### src/rtl/instr_fetch_if.sv
// Instruction-memory fetch channel: request/address out, word/ready back.
// The master modport is the fetch unit; the slave modport is the instruction memory.
interface instr_fetch_if #(
  parameter int unsigned XLEN = 64
);
  logic            imem_req;
  logic [XLEN-1:0] imem_addr;
  logic [31:0]     imem_rdata;
  logic            imem_ready;

  modport master (output imem_req, imem_addr, input imem_rdata, imem_ready);
  modport slave  (input imem_req, imem_addr, output imem_rdata, imem_ready);
endinterface

### src/rtl/instr_fetch_unit.sv
// Fetch stage feeding the control decoder: PC, ready-handshake fetch, instruction register.
// Define FETCH_TIMEOUT_EN to add a FETCH watchdog that faults after TIMEOUT_CYCLES wait cycles.
module instr_fetch_unit #(
  parameter int unsigned     XLEN           = 64,
  parameter logic [XLEN-1:0] RESET_PC       = '0,
  parameter logic [31:0]     NOP_INSTR      = 32'h0000_0013,
  parameter int unsigned     TIMEOUT_CYCLES = 16
) (
  input  logic            clk,
  input  logic            rst,
  instr_fetch_if.master   imem,
  input  logic            stall,
  input  logic            branch_taken,
  input  logic [XLEN-1:0] branch_target,
  output logic [XLEN-1:0] pc,
  output logic [31:0]     instr,
  output logic [6:0]      opcode,
  output logic            instr_valid,
  output logic            fetch_fault
);

  typedef enum logic [1:0] {S_IDLE, S_FETCH, S_ISSUE, S_HALT} state_e;

  state_e          state_q, state_d;
  logic [XLEN-1:0] pc_q, pc_d;
  logic [31:0]     instr_q, instr_d;
  logic            valid_q, valid_d;
  logic            fault_q, fault_d;

`ifdef FETCH_TIMEOUT_EN
  localparam int unsigned WD_W = $clog2(TIMEOUT_CYCLES + 1);
  logic [WD_W-1:0] wdog_q, wdog_d;
`endif

  always_comb begin
    // NOTE: every next-state signal gets a default before the case, so no path can infer a latch.
    state_d = state_q;
    pc_d    = pc_q;
    instr_d = instr_q;
    valid_d = valid_q;
    fault_d = fault_q;
`ifdef FETCH_TIMEOUT_EN
    wdog_d  = wdog_q;
`endif
    unique case (state_q)
      S_IDLE: begin
        state_d = S_FETCH;
`ifdef FETCH_TIMEOUT_EN
        wdog_d  = '0;
`endif
      end
      S_FETCH: begin
        if (imem.imem_ready) begin
          instr_d = imem.imem_rdata;
          valid_d = 1'b1;
          state_d = S_ISSUE;
        end
`ifdef FETCH_TIMEOUT_EN
        // A ready arriving on the limit cycle still captures; only a silent limit cycle faults.
        else if (wdog_q == WD_W'(TIMEOUT_CYCLES - 1)) begin
          fault_d = 1'b1;
          state_d = S_HALT;
        end else begin
          wdog_d = wdog_q + WD_W'(1);
        end
`endif
      end
      S_ISSUE: begin
        if (!stall) begin
          valid_d = 1'b0;
          if (branch_taken && (branch_target[1:0] != 2'b00)) begin
            fault_d = 1'b1;
            state_d = S_HALT;
          end else begin
            pc_d    = branch_taken ? branch_target : pc_q + XLEN'(4);
            state_d = S_FETCH;
`ifdef FETCH_TIMEOUT_EN
            wdog_d  = '0;
`endif
          end
        end
      end
      S_HALT: valid_d = 1'b0;
      default: state_d = S_HALT;
    endcase
  end

  // NOTE: sequential state uses non-blocking assignments so all flops update from pre-edge values.
  always_ff @(posedge clk or posedge rst) begin
    if (rst) begin
      state_q <= S_IDLE;
      pc_q    <= RESET_PC;
      instr_q <= NOP_INSTR;
      valid_q <= 1'b0;
      fault_q <= 1'b0;
`ifdef FETCH_TIMEOUT_EN
      wdog_q  <= '0;
`endif
    end else begin
      state_q <= state_d;
      pc_q    <= pc_d;
      instr_q <= instr_d;
      valid_q <= valid_d;
      fault_q <= fault_d;
`ifdef FETCH_TIMEOUT_EN
      wdog_q  <= wdog_d;
`endif
    end
  end

  assign imem.imem_req  = (state_q == S_FETCH);
  assign imem.imem_addr = pc_q;
  assign pc             = pc_q;
  assign instr          = instr_q;
  assign opcode         = instr_q[6:0];
  assign instr_valid    = valid_q;
  assign fetch_fault    = fault_q;

endmodule

### src/flat_wrapper.sv
// flat-port wrapper written by rule: the top's interface ports become plain ports
module instr_fetch_unit_flat 
#(
  parameter int unsigned     XLEN           = 64,
  parameter logic [XLEN-1:0] RESET_PC       = '0,
  parameter logic [31:0]     NOP_INSTR      = 32'h0000_0013,
  parameter int unsigned     TIMEOUT_CYCLES = 16
)
  (clk, rst, stall, branch_taken, branch_target, pc, instr, opcode, instr_valid, fetch_fault, imem_imem_req, imem_imem_addr, imem_imem_rdata, imem_imem_ready);
  instr_fetch_if #(.XLEN(XLEN)) imem_i ();
  input  logic clk;
  input  logic rst;
  input  logic stall;
  input  logic branch_taken;
  input  logic [XLEN-1:0] branch_target;
  output logic [XLEN-1:0] pc;
  output logic [31:0] instr;
  output logic [6:0] opcode;
  output logic instr_valid;
  output logic fetch_fault;
  output wire logic [$bits(imem_i.imem_req)-1:0] imem_imem_req;
  output wire logic [$bits(imem_i.imem_addr)-1:0] imem_imem_addr;
  input wire logic [$bits(imem_i.imem_rdata)-1:0] imem_imem_rdata;
  input wire logic [$bits(imem_i.imem_ready)-1:0] imem_imem_ready;
  assign imem_imem_req = imem_i.imem_req;
  assign imem_imem_addr = imem_i.imem_addr;
  assign imem_i.imem_rdata = imem_imem_rdata;
  assign imem_i.imem_ready = imem_imem_ready;
  instr_fetch_unit #(.XLEN(XLEN), .RESET_PC(RESET_PC), .NOP_INSTR(NOP_INSTR), .TIMEOUT_CYCLES(TIMEOUT_CYCLES)) u_core (.clk(clk), .rst(rst), .imem(imem_i), .stall(stall), .branch_taken(branch_taken), .branch_target(branch_target), .pc(pc), .instr(instr), .opcode(opcode), .instr_valid(instr_valid), .fetch_fault(fetch_fault));
endmodule
### config.mk
export PLATFORM = sky130hd
export DESIGN_NAME = instr_fetch_unit_flat
export DESIGN_NICKNAME = d
export VERILOG_FILES = /design/src/rtl/instr_fetch_if.sv /design/src/rtl/instr_fetch_unit.sv /design/src/flat_wrapper.sv
export SDC_FILE = /design/constraint.sdc
export NUM_CORES = 1
export LEC_CHECK = 0
export CAP_MARGIN = 5
export CORE_MARGIN = 1.5
export CORE_UTILIZATION = 43
export CTS_CLUSTER_DIAMETER = 80
export DETAILED_ROUTE_END_ITERATION = 8
export HOLD_SLACK_MARGIN = 0.05
export PLACE_DENSITY = 0.88
export SLEW_MARGIN = 0
export SYNTH_ARGS = -nofsm -noshare
export SYNTH_HDL_FRONTEND = slang
export SYNTH_SLANG_ARGS = --single-unit
### constraint.sdc
create_clock -name clk -period 4.42 [get_ports clk]
set_input_delay 1.326 -clock clk [delete_from_list [all_inputs] [get_ports clk]]
set_output_delay 1.326 -clock clk [all_outputs]
set_load 0.02 [all_outputs]
; ---- After elaboration in Yosys (flattened, before gate mapping)
; Cells that the tools add are included.
[totals]
register_bits = 100
input_bits = 101
[classes]
addsub = 1
n_eq_ne = 5
n_mux = 8
bitwise_logic = 2
n_reduce_logical = 10
[op_table]
columns = op, n
row1 = $add 64x3->64 const B, 1
row2 = $mux 64, 1
row3 = $reduce_and 3->1, 4
row4 = $mux 2, 3
row5 = $pmux 2 s3, 1
row6 = $reduce_bool 3->1, 2
row7 = $eq 2x2->1 const B, 2
row8 = $pmux 1 s3, 1
row9 = $eq 2x1->1 const B, 1
row10 = $logic_not 2->1, 1
row11 = $mux 1, 2
row12 = $ne 2x1->1 const B, 1
row13 = $ne 2x2->1 const B, 1
row14 = $not 1->1, 2
row15 = $reduce_and 2->1, 1
row16 = $reduce_bool 2->1, 1
row17 = $logic_and 1x1->1, 1

; ---- Logic depth before layout (Yosys ltp)
[logic_depth]
word_depth = 5
depth_mapped = 9
mapped_depth_nobuf = 7

; ---- Worst setup path after synthesis
; No wires, ideal clock.
[synth_timing]
kind = in2reg
start = in branch_target[1]
end = reg u_core.pc_q[12] (netlist: u_core.imem.imem_addr[12])
setup_ns = 0.128
t_arrival_ns = 2.638
required_time_ns = 4.292
setup_slack_ns = 1.654
cell_stages = 6
path_buffers = 2
path_cell_list = o21a_1 nor2_1 clkbuf_1 buf_1 o21ai_0 o2bb2ai_1
[synth_between]
elab_chain_cells = 4
[synth_lines]
columns = item, line
row1 = start: declaration, flat_wrapper.sv:15  ; input logic [XLEN-1:0] branch_target;
row2 = $reduce_bool 2->1, instr_fetch_unit.sv:71  ; if (branch_taken && (branch_target[1:0] != 2'b00)) begin
row3 = $logic_and 1x1->1, instr_fetch_unit.sv:71
row4 = $not 1->1 (no line), n/a
row5 = $reduce_and 3->1 (no line), n/a
row6 = end signal: assignment, instr_fetch_unit.sv:101  ; pc_q <= pc_d;
row7 = end: declaration, instr_fetch_unit.sv:25  ; logic [XLEN-1:0] pc_q, pc_d;
; No other way between the ends.
; A chain may end at the register's enable or synchronous reset.

; ---- Worst setup path after layout
[layout_timing]
start = in branch_target[0]
end = reg u_core.pc_q[13] (netlist: u_core.imem.imem_addr[13])
; Same word-level chain as after synthesis.

==> impl_metrics.toml <==
[run_status]
status = "completed"

[timing]
setup_viol = 0
finalHoldViolations = 0
finalSetupTns_ns = 0
tightest_slew_ns = 1.189
max_freq_mhz = 302.7
finalCritPeriodShare_pct = 74.75
max_slew_margin_pct = 20.15
clock_skew_ns = 0.01528
rsz0062_at_grt = "no"
slew_viol_final = 0
timing.final.crit_period_ns = 3.304
postLayoutSetupSlackWorst_ns = 1.116

[power_and_ir_drop]
powerDensity_mw_per_mm2 = 570.3
leakage_nw = 3.422
p_sw_mw = 2.095
intPower_mw = 3.044
combPwrFrac_pct = 50.0
p_seq_share_pct = 33.3
clkPwrFrac_pct = 16.7
swShare_pct = 40.76
p_total_mw = 5.140
irDropWorstVdd_mv = 0.3691

[clock_tree]
cts_num_sinks = 100
cts.repair.resized = 0
clk_latency_ns = 0.36
path_clk_slew_ns = 0.07
cts_tree = "yes"
cts_made_buffers = 9
hold_buffers = 0
cts_root_buffer = "clkbuf_16"
clockBufferDepth = 2
cts_max_level = 3
post_cts_buffers = 0

[floorplan]
dieArea_mm2 = 0.01553
start_util_pct = 43.92
ioPinCount = 271
dieWidth_um = 124.6
coreArea_mm2 = 0.01448
die_h_um = 124.6
rows = 44

[worst_setup_path]
reg2reg_to = "u_core.imem.imem_addr[50]"
ff2ff_path_depth = 6
cp-end-kind = "flop"
worstPathArrival_ns = 3.53
r2r_start = "u_core.imem.imem_addr[2]"
crit_fanout = 35
critPathKind = "input port to flop"
r2r_slack_ns = 1.68
critPathRequiredTime_ns = 4.65
crit_path_start_kind = "input port"

[placed_design]
globalplace.congestion = 0.9043
dp_hpwl_mm = 14.47
placed_area_mm2 = 0.008696
portBuffers = 270
pre_cts_ws_ns = 0.7748
placedCellCount = 1054

[detailed_routing]
ant_nets = 0
num_vias = 6460
viasPerCell = 6.037
wl_per_cell_um = 18.81
drc = 0
dr.first_iter.drc_count = 643
drt_pass1_iterations = 5
wl_mm = 20.12

[final_layout]
layout_commonest_cell = "clkdlybuf4s50_1"
finalNonFillerCells = 1070
design_area_mm2 = 0.009012
nets = 988
syn2layout_area_growth_pct = 41.74
antenna_cells = 0
final_cell_mix = "clkdlybuf4s50_1 (269), dfrtp_1 (97), nand3_1 (47), o21ai_0 (41), nand2_1 (40)"
drive_above_1_share_pct = 8.578

[yosys]
synthDistinctLibCells = 58
synth_edf_count = 0
postSynthAreaPerCell_um2 = 9.058
mappedNetlistNets = 809
synth-seq-cells = 100
synth_top_flop_cell = "dfrtp_1"
synth_area_mm2 = 0.006359
yosysWarnings = 0
yosysSeqAreaShare_pct = 39.41
postSynthCellCount = 702
synth-async-reset-ratio_pct = 100.0

[global_routing]
grt_usage_pct = 25.71
grt_pass1_wl_mm = 32.51
grt.overflow.total = 0
grt_pass1_vias = 6249
grt_start_max_net_pins = 91
antenna_found_initial = 0

[hold_path]
min-delay-start = "u_core.fetch_fault"
holdPathStages = 1
hp-class = "flop to flop"
worstHoldEndpoint = "u_core.fetch_fault"

[job]
cap_viol_max_count = 0
[cell families after synthesis]
| group | count (synthesis) | share of synthesized area (%) |
|---|---|---|
| and+or+nand+nor | 270 | 23.87 |
| AOI/OAI and AO/OA | 170 | 17.97 |
| buffers and inverters | 121 | 11.41 |
| DFF | 100 | 39.41 |
| muxes | 35 | 6.159 |
| adders and majority gates | 6 | 1.181 |
[how the worst max path moves through the flow]
stage                          start                         to  cells after the start
floorplan                        rst         u_core.fetch_fault                      1
global placement    branch_target[0]   u_core.imem.imem_addr[4]                      7
detailed placement  branch_target[0]  u_core.imem.imem_addr[13]                      7
CTS                 branch_target[0]  u_core.imem.imem_addr[13]                      7
global route        branch_target[0]  u_core.imem.imem_addr[13]                      7
finish              branch_target[0]  u_core.imem.imem_addr[13]                      7
[worst max-delay path: stages]
cell and delay, ns:
clkdlybuf4s50_1 0.46, o21ai_0 0.38, nand2_2 0.49, buf_4 0.37
buf_4 0.21, o21ai_0 0.17, o21ai_0 0.11
[sequential cells by signal (all words and copies together) (netlist names)]
name / cells
u_core.instr: 32
u_core.state_q: 2
u_core.fetch_fault: 1
u_core.instr_valid: 1
u_core.imem.imem_addr: 64
[metrics by stage]
| stage | hold WS, ns | util (%) |
|---|---|---|
| 2_1_floorplan | 0.4968 | - |
| 3_3_place_gp | 0.4553 | 60.06 |
| 3_5_place_dp | 0.4643 | 60.06 |
| 4_1_cts | 0.4887 | 62.25 |
| 5_1_grt | 0.4972 | 62.25 |
| 6_report | 0.4799 | 62.25 |
[layout make-up]
class                      count  area [µm²]
timing repair buffer         277        2775
clock inverter                 7       91.34
tap                          184       230.2
clock buffer                   9       225.2
fill                        1224        5466
inverter                      12       47.55
sequential                   100        2506
multi-input combinational    481        3137
[per-layer routing]
layer	vias to the layer above	GRT usage (%)	routed length, µm
li1	2953	-	-
met1	3072	33.33	8192
met2	386	40.69	9418
met3	49	6.443	1916
met4	0	11.29	597
met5	-	0	0
[power groups by stage]
| stage | sequential [mW] | combinational (mW) | clock, mW |
|---|---|---|---|
| after detailed placement | 1.71 | 2.57 | 0 |
| final | 1.71 | 2.57 | 0.860 |
| after floorplan | 1.98 | 1.19 | 0 |
| after global placement | 1.70 | 2.54 | 0 |
| after CTS | 1.70 | 2.58 | 0.876 |
| after global routing | 1.78 | 2.72 | 0.912 |
[synth_stat cells, types with 6 or more instances]
cell | n | area, µm²
o21ai_0 | 41 | 205.2
nand2_1 | 41 | 153.9
or3_1 | 18 | 112.6
a31oi_1 | 7 | 43.79
nor4_1 | 15 | 93.84
nand4_1 | 20 | 125.1
mux2_2 | 33 | 371.6
or4_1 | 9 | 67.56
clkbuf_1 | 22 | 82.58
and2_1 | 7 | 43.79
a211oi_1 | 9 | 67.56
nand3_1 | 47 | 235.2
o22ai_1 | 6 | 37.54
dfrtp_1 | 97 | 2427
a311oi_1 | 9 | 78.83
ha_1 | 6 | 75.07
nor3_1 | 24 | 120.1
a22oi_1 | 9 | 67.56
a21oi_1 | 33 | 165.2
o211ai_1 | 8 | 60.06
buf_1 | 12 | 45.04
inv_1 | 12 | 45.04
nor2b_1 | 6 | 37.54
and3_1 | 20 | 125.1
buf_4 | 71 | 533.0
and4_1 | 9 | 78.83
nor2_1 | 36 | 135.1
No activity file was read; power rests on OpenSTA's default activity.
